### config.mk
export PLATFORM = sky130hd
export DESIGN_NAME = aes_blok_paketleyici
export DESIGN_NICKNAME = d
export VERILOG_FILES = /design/src/rtl/aes_blok_paketleyici_pkg.sv /design/src/rtl/aes_blok_fifo.sv /design/src/rtl/aes_blok_paketleyici.sv
export SDC_FILE = /design/constraint.sdc
export NUM_CORES = 1
export LEC_CHECK = 0
export CELL_PAD_IN_SITES_DETAIL_PLACEMENT = 0
export CELL_PAD_IN_SITES_GLOBAL_PLACEMENT = 2
export CORE_UTILIZATION = 37
export DETAILED_ROUTE_END_ITERATION = 7
export MAX_ROUTING_LAYER = met4
export PLACE_DENSITY = 0.77
export SLEW_MARGIN = 40
export SYNTH_ARGS = -nofsm -noshare
export SYNTH_HDL_FRONTEND = slang
export SYNTH_SLANG_ARGS = --single-unit
### constraint.sdc
create_clock -name clk -period 8.6 [get_ports clk]
set_clock_uncertainty 0.15 [all_clocks]
set_input_delay 0.86 -clock clk [delete_from_list [all_inputs] [get_ports clk]]
set_output_delay 0.86 -clock clk [all_outputs]
set_load 0.02 [all_outputs]
### src/rtl/aes_blok_paketleyici_pkg.sv
// Shared definitions for the AES plaintext block packer: widths, FIFO entry
// layout, accumulator word index and the block assembly helper.
package aes_paket;

  localparam int unsigned BLOK_W        = 128;
  localparam int unsigned KELIME_W      = 32;
  localparam int unsigned KELIME_SAYISI = 4;
  localparam int unsigned GIRIS_W       = BLOK_W + 1;

  // FIFO entry: final-block tag above the 128-bit plaintext.
  typedef struct packed {
    logic              son;
    logic [BLOK_W-1:0] blok;
  } giris_t;

  // Position of the next word inside the block being assembled.
  typedef enum logic [1:0] {
    IDX0 = 2'd0,
    IDX1 = 2'd1,
    IDX2 = 2'd2,
    IDX3 = 2'd3
  } idx_t;

  // Builds the block being pushed: slots below idx come from the accumulator,
  // slot idx is the current word, higher slots (lower-order bits) are zero.
  function automatic logic [BLOK_W-1:0] blok_olustur(
    input logic [BLOK_W-KELIME_W-1:0] acc,
    input logic [KELIME_W-1:0]        kelime,
    input idx_t                       idx
  );
    logic [BLOK_W-1:0] genis;
    logic [BLOK_W-1:0] b;
    genis = {acc, {KELIME_W{1'b0}}};
    b     = '0;
    for (int unsigned i = 0; i < KELIME_SAYISI; i++) begin
      if (i < 32'(idx)) begin
        b[BLOK_W-1-KELIME_W*i -: KELIME_W] = genis[BLOK_W-1-KELIME_W*i -: KELIME_W];
      end else if (i == 32'(idx)) begin
        b[BLOK_W-1-KELIME_W*i -: KELIME_W] = kelime;
      end
    end
    return b;
  endfunction

endpackage

### src/rtl/aes_blok_fifo.sv
// Synchronous block FIFO between the word packer and the AES engine.
// Independent push/pop; full/empty come from a registered occupancy count.
module aes_blok_fifo #(
  parameter int unsigned GENISLIK = 129,
  parameter int unsigned DERINLIK = 2
) (
  input  logic                clk,
  input  logic                rst,
  input  logic                push,
  input  logic                pop,
  input  logic [GENISLIK-1:0] din,
  output logic [GENISLIK-1:0] dout,
  output logic                bos,
  output logic                dolu
);

  localparam int unsigned PW = (DERINLIK > 1) ? $clog2(DERINLIK) : 1;
  localparam int unsigned CW = $clog2(DERINLIK + 1);

  logic [GENISLIK-1:0] mem_q [DERINLIK];
  logic [PW-1:0]       wr_q, wr_d;
  logic [PW-1:0]       rd_q, rd_d;
  logic [CW-1:0]       say_q, say_d;

  // Storage write; contents need no reset since occupancy gates visibility.
  always_ff @(posedge clk) begin
    if (push) begin
      mem_q[wr_q] <= din;
    end
  end

  // Pointer and occupancy registers.
  always_ff @(posedge clk) begin
    if (rst) begin
      wr_q  <= '0;
      rd_q  <= '0;
      say_q <= '0;
    end else begin
      wr_q  <= wr_d;
      rd_q  <= rd_d;
      say_q <= say_d;
    end
  end

  // Pointers wrap naturally at the power-of-two depth.
  always_comb begin
    wr_d  = wr_q;
    rd_d  = rd_q;
    say_d = say_q;
    if (push) wr_d = wr_q + PW'(1);
    if (pop)  rd_d = rd_q + PW'(1);
    unique case ({push, pop})
      2'b10:   say_d = say_q + CW'(1);
      2'b01:   say_d = say_q - CW'(1);
      default: say_d = say_q;
    endcase
  end

  // Head entry and status flags.
  always_comb begin
    dout = mem_q[rd_q];
    bos  = (say_q == '0);
    dolu = (say_q == CW'(DERINLIK));
  end

endmodule

### src/rtl/aes_blok_paketleyici.sv
// Packs a 32-bit valid/ready word stream into 128-bit AES plaintext blocks,
// zero-pads trailing partial blocks, tags message-final blocks and counts
// blocks taken by the engine.
module aes_blok_paketleyici
  import aes_paket::*;
#(
  parameter int unsigned DERINLIK = 2,
  parameter int unsigned SAYAC_W  = 16
) (
  input  logic                clk,
  input  logic                rst,
  input  logic [KELIME_W-1:0] kelime,
  input  logic                k_gecerli,
  input  logic                k_son,
  output logic                k_hazir,
  output logic [BLOK_W-1:0]   blok,
  output logic                g_gecerli,
  input  logic                hazir,
  output logic                blok_son,
  output logic [SAYAC_W-1:0]  blok_sayisi
);

  logic                         aktif_q;
  idx_t                         idx_q, idx_d;
  logic [BLOK_W-KELIME_W-1:0]   acc_q, acc_d;
  logic [SAYAC_W-1:0]           sayac_q, sayac_d;

  logic                         kabul;
  logic                         push;
  logic                         pop;
  giris_t                       fifo_din;
  giris_t                       fifo_bas;
  logic                         fifo_bos;
  logic                         fifo_dolu;

  aes_blok_fifo #(
    .GENISLIK (GIRIS_W),
    .DERINLIK (DERINLIK)
  ) u_fifo (
    .clk  (clk),
    .rst  (rst),
    .push (push),
    .pop  (pop),
    .din  (fifo_din),
    .dout (fifo_bas),
    .bos  (fifo_bos),
    .dolu (fifo_dolu)
  );

  // State register: word index, accumulator, delivered count, out-of-reset flag.
  always_ff @(posedge clk) begin
    if (rst) begin
      aktif_q <= 1'b0;
      idx_q   <= IDX0;
      acc_q   <= '0;
      sayac_q <= '0;
    end else begin
      aktif_q <= 1'b1;
      idx_q   <= idx_d;
      acc_q   <= acc_d;
      sayac_q <= sayac_d;
    end
  end

  // Next-state: store words 0..2, close the block on word 3 or on k_son.
  always_comb begin
    idx_d   = idx_q;
    acc_d   = acc_q;
    sayac_d = sayac_q;
    if (pop) begin
      sayac_d = sayac_q + SAYAC_W'(1);
    end
    if (kabul) begin
      if (push) begin
        idx_d = IDX0;
        acc_d = '0;
      end else begin
        unique case (idx_q)
          IDX0:    acc_d[95:64] = kelime;
          IDX1:    acc_d[63:32] = kelime;
          IDX2:    acc_d[31:0]  = kelime;
          default: acc_d        = acc_q;
        endcase
        idx_d = idx_t'(idx_q + 2'd1);
      end
    end
  end

  // Outputs and handshakes; k_hazir depends only on registered state.
  always_comb begin
    k_hazir       = aktif_q && !fifo_dolu;
    kabul         = k_gecerli && k_hazir;
    push          = kabul && ((idx_q == IDX3) || k_son);
    // Below idx 3 a push only happens on k_son, so the tag is k_son either way.
    fifo_din.son  = k_son;
    fifo_din.blok = blok_olustur(acc_q, kelime, idx_q);
    g_gecerli     = !fifo_bos;
    pop           = g_gecerli && hazir;
    blok          = fifo_bos ? '0   : fifo_bas.blok;
    blok_son      = fifo_bos ? 1'b0 : fifo_bas.son;
    blok_sayisi   = sayac_q;
  end

endmodule

== Word level (Yosys, flattened, before mapping) ==
Memories as Yosys holds them, arrays and structs flattened. A register that Yosys moved wholly into a read port is not among the register bits.
Index checks and enable logic that the tools add are counted.

* Output and inout bits: 147
* Bits in latches: 0
* Logic and storage cells: 64
* Register bits: 119
* ROM bits: 0
* Memories kept: 1
* RAM bits: 258

* $lt $le $gt $ge: 3
* Multiplexer cells: 20
* Reductions and logical operators: 16
* Bitwise logic cells: 0
* Multiply operators: 0
* Add/subtract/negate cells: 6
* Eq/ne operators: 9
* Div/mod/pow operators: 0
* Shift-type cells: 0

{| class="wikitable"
|+ Memories
! name !! depth !! width !! read ports !! clocked after memory_dff !! wr ports !! RTL line !! text
|-
| u_fifo.mem_q || 2 || 129 || 1 || 1 || 1 || aes_blok_fifo.sv:20 || <nowiki>logic [GENISLIK-1:0] mem_q [DERINLIK];</nowiki>
|}

{| class="wikitable"
|+ Operator list
! cell !! count
|-
| 32-bit two-way mux || 10
|-
| 128-bit two-way mux || 1
|-
| 96-bit two-way mux || 1
|-
| 16-bit by 1-bit adder with 16-bit output (second input constant) || 1
|-
| 2-bit == test (second input constant) || 4
|-
| 2-bit nonzero test || 4
|-
| 1-bit two-way mux || 6
|-
| 2-bit AND reduction || 3
|-
| 2-bit by 1-bit adder with 2-bit output (second input constant) || 2
|-
| 2-bit by 1-bit == test with 1-bit output (second input constant) || 2
|-
| 2-bit == test (first input constant) || 2
|-
| 1-bit logical AND || 4
|-
| 2-bit zero test || 2
|-
| 1-bit by 2-bit < comparator with 1-bit output (first input constant) || 2
|-
| 2-bit one-hot mux with 2 select lines || 1
|-
| 1-bit adder (second input constant) || 2
|-
| 1-bit by 2-bit == test with 1-bit output (first input constant) || 1
|-
| 1-bit zero test || 2
|-
| 2-bit < comparator (first input constant) || 1
|-
| 2-bit two-way mux || 1
|-
| 2-bit by 1-bit subtractor with 2-bit output (second input constant) || 1
|-
| 1-bit logical OR || 1
|}

== Depth between registers and ports, before layout ==
* Word-level depth: 7
* Gate-level depth with buffers: 10
* Mapped depth without buffers: 7

== Modules after synthesis ==
A second synthesis with hierarchy kept.

* Cell total of the unflattened synthesis: 1,389
* Area total of the unflattened synthesis: 16,230.6 um2

{| class="wikitable"
|+ Modules (own cells, without submodules)
! module !! seq. area each (um2) !! cells an instance !! instances !! area each (um2)
|-
| aes_blok_fifo || 7,847.5 || 423 || 1 || 9,502.9
|-
| aes_blok_paketleyici || 2,302.2 || 966 || 1 || 6,727.7
|}

== Worst setup path after synthesis ==
OpenSTA, ideal clock, no wires.

* Path kind: input port to flip-flop
* Start point: input port k_gecerli
* End point: memory u_fifo.mem_q[0][0], enable pin
* Cell stages on the path: 3
* Library setup time: 619 ps
* Setup slack: 918 ps
* Buffers on the path: 0
* Arrival: 6,913 ps
* Cell sequence: inv_1 -> or4_1 -> nor2_1

* Word-level cells in the longest chain between the ends: 4

{| class="wikitable"
|+ Ends and longest elaborated chain
! item !! RTL line !! text
|-
| from (decl) || aes_blok_paketleyici.sv:13 || <nowiki>input logic k_gecerli,</nowiki>
|-
| 1-bit logical AND || aes_blok_paketleyici.sv:92 || <nowiki>kabul = k_gecerli && k_hazir;</nowiki>
|-
| 1-bit logical AND || aes_blok_paketleyici.sv:93 || <nowiki>push = kabul && ((idx_q == IDX3) || k_son);</nowiki>
|-
| 1-bit two-way mux || aes_blok_fifo.sv:27 || <nowiki>if (push) begin</nowiki>
|-
| 1-bit two-way mux (implied by the code) || aes_blok_fifo.sv:28 || <nowiki>mem_q[wr_q] <= din;</nowiki>
|-
| to (decl) || aes_blok_fifo.sv:20 ||
|}

No other way between the ends.

== Worst setup path in the final report ==
* Start point: input port k_gecerli
* End point: memory u_fifo.mem_q[1][114], enable pin

Same word-level chain as after synthesis.

==> flow_metrics.tcl <==
set metrics [dict create \
    status "completed" \
    yosysMostFrequentCell "edfxtp_1" \
    worstSetupPathDepth 7 \
    hold_class "reg2reg" \
    hold_violations 0 \
    place_congestion 0.713 \
    required_ns 8.61 \
    routed_wl_um 39600 \
    drive_gt1_frac 0.0879 \
    ys_async_sr_fraction 0 \
    synth_nets 1437 \
    synth_simple_gate_area_share 0.160 \
    wl_per_cell_um 18.8 \
    seq_area_mm2 0.0102 \
    synth_edf_count 258 \
    cts_hold_buf 0 \
    synth_top_area_frac 0.485 \
    port_buffers 183 \
    core_area_mm2 0.0422 \
    dieWidth_um 210 \
    avgSynthCellArea_um2 11.4 \
    period_minus_slack_ns 4.47 \
    antenna_left 0 \
    power.density_mw_per_mm2 235 \
    crit_arrival_ns 4.49 \
    synth_cell_types 34 \
    grt_pass1_vias 10300 \
    path_delay_family "buffers and inverters" \
    worst_slew_pin_slew_ns 0.864 \
    dp.cells 2033 \
    worstRegToRegCells 6 \
    first_iter_violations 659 \
    period_share 0.520 \
    synth_compound_area_frac 0.0586 \
    synth_flop_cell "edfxtp_1" \
    nFillCells 3828 \
    slew_viol_final 0 \
    place_area_mm2 0.0184 \
    leakagePower_nw 6.19 \
    fin_setup_tns_ns 0 \
    syn2layout_area_growth_pct 24.4 \
    critPathMostFrequentCell "buf_4" \
    grt_antenna_before_repair 0 \
    cts_made_buffers 41 \
    grt_max_degree 102 \
    yosysSeqAreaShare 0.636 \
    final_area_mm2 0.0199 \
    ios 184 \
    crit_path_start_kind "input pin" \
    multi_input_area_mm2 0.00551 \
    layout.nets 1580 \
    muxShareOfSynthArea 0.106 \
    synth_fa_ha_area_frac 0.00470 \
    rsz0062_at_grt "false" \
    slew_headroom 0.424 \
    clk_pin_slew_ns 0.06 \
    cts_resized 0 \
    vias 10700 \
    synth_xor_area_frac 0.00823 \
    synth_area_leaders "edfxtp_1, dfxtp_1, mux2i_1" \
    crit_type "in2reg" \
    worstSkewPairLatency_ns 0.54 \
    min_path_cells 2 \
    cp_slowest_stage_delay_ns 0.70 \
    ctsRootBufferMaster "clkbuf_16" \
    final_cells 2110 \
    path_max_fanout 99 \
    rows 75 \
    dp_hpwl_um 23000 \
    yosys-top-cells-count "edfxtp_1, nor2_1, nand2_1" \
    cts_setup_buffers 0 \
    yosys_warnings 0 \
    tritoncts "yes" \
    drc 0 \
    synth_cells 1394 \
    yosysTopAreaCell "edfxtp_1" \
    crit_slowest_cell "buf_4" \
    grt_use_total 0.183 \
    overflow 0 \
    start_util 0.378 \
    maxCapViolations 0 \
    clock_sinks 378 \
    h-tree-depth 2 \
    synth-seq-cells 378 \
    syn_area_mm2 0.0160 \
    dr.pass1.iters 7 \
    ir_drop_mv 0.124 \
    die-area_mm2 0.0440 \
    synth_top_family_by_area "simple AND/OR/NAND/NOR gates" \
    grt_first_pass_wirelength_um 60300 \
    path_buf_inv 5 \
    endpoint_kind "flip-flop" \
    die_height_um 210 \
    fmax_mhz 224 \
    setup_viol 0 \
    avgViaCountPerCell 5.05 \
    cts.path.max_buffers 3 \
    worstPathCellList "clkdlybuf4s50_1, inv_1, nor3_4, buf_6, and3_4, buf_4, buf_4" \
]
[layout by cell type, fill, tap and decap left out, types with 43 or more instances in the layout]
cell / synthesis / final
edfxtp_1: 258 / 258
nand2b_1: 96 / 96
nor2_1: 156 / 151
clkdlybuf4s50_1: 0 / 182
clkbuf_16: 0 / 43
nand3_1: 100 / 100
a21oi_1: 101 / 101
mux2i_1: 130 / 130
o21ai_0: 66 / 66
dfxtp_1: 120 / 118
nand2_1: 137 / 137
[worst register-to-register path, cell delays in order, from the launching register on]
cell     delay, ns
dfxtp_1       0.56
nor2b_2       0.20
nor3_4        0.16
buf_6         0.63
and3_4        0.67
buf_4         0.65
buf_4         0.72
[kinds of logic after synthesis]
group / after synthesis
DFF: 378
and+or+nand+nor: 544
adders and majority gates: 6
xor gates and xnor gates: 15
buffers and inverters: 113
muxes: 164
AOI/OAI and AO/OA: 174
[path summary, 6_finish.rpt]
path | startpoint | slack [ns] | end
hold reg to reg | acc_q[95] | 0.31 | acc_q[95]
setup reg to reg | u_fifo.say_q[0] | 4.38 | u_fifo.mem_q[1][114]
hold / removal | acc_q[95] | 0.31 | acc_q[95]
setup / recovery | k_gecerli | 4.13 | u_fifo.mem_q[1][114]
[power breakdown]
| part | leakage (nW) | switching (W) | total (W) | internal (W) |
|---|---|---|---|---|
| registers | 3.33 | 0.0000329 | 0.00201 | 0.00198 |
| clock network | 0.685 | 0.000712 | 0.00181 | 0.00109 |
| logic | 2.17 | 0.000489 | 0.000843 | 0.000354 |
| total | 6.19 | 0.00123 | 0.00466 | 0.00342 |
[routing by layer]
| layer | GRT usage | vias to the layer above | share of wire |
|---|---|---|---|
| met5 | - | - | 0 |
| met4 | 0.0403 | 0 | 0.016 |
| met3 | 0.0259 | 53 | 0.049 |
| met2 | 0.284 | 255 | 0.46 |
| met1 | 0.254 | 5193 | 0.48 |
| li1 | - | 5161 | - |
[state kept, by name (all words and copies together), names as in the netlist, named ones only]
name	cells
u_fifo.rd_q	1
idx_q	2
u_fifo.mem_q	258
acc_q	96
aktif_q	1
blok_sayisi	16
u_fifo.say_q	2
u_fifo.wr_q	1
[through the flow]
stage	hold WS, ns	total power [W]	setup slack (ns)	utilization
floorplan	0.293	0.00252	0.918	-
global placement	0.303	0.00289	3.15	0.433
detailed placement	0.305	0.00290	3.46	0.437
CTS	0.315	0.00471	4.04	0.470
global route	0.326	0.00483	3.95	0.470
finish	0.312	0.00466	4.13	0.470
[cell type report]
type                       instances  area share
multi-input combinational        903       0.278
clock inverter                    20      0.0118
tap                              539      0.0340
clock buffer                      56      0.0582
sequential                       378       0.511
inverter                          11     0.00208
antenna                            1    0.000126
timing repair buffer             202       0.105
Note: power is estimated with default switching activity, not from simulation.
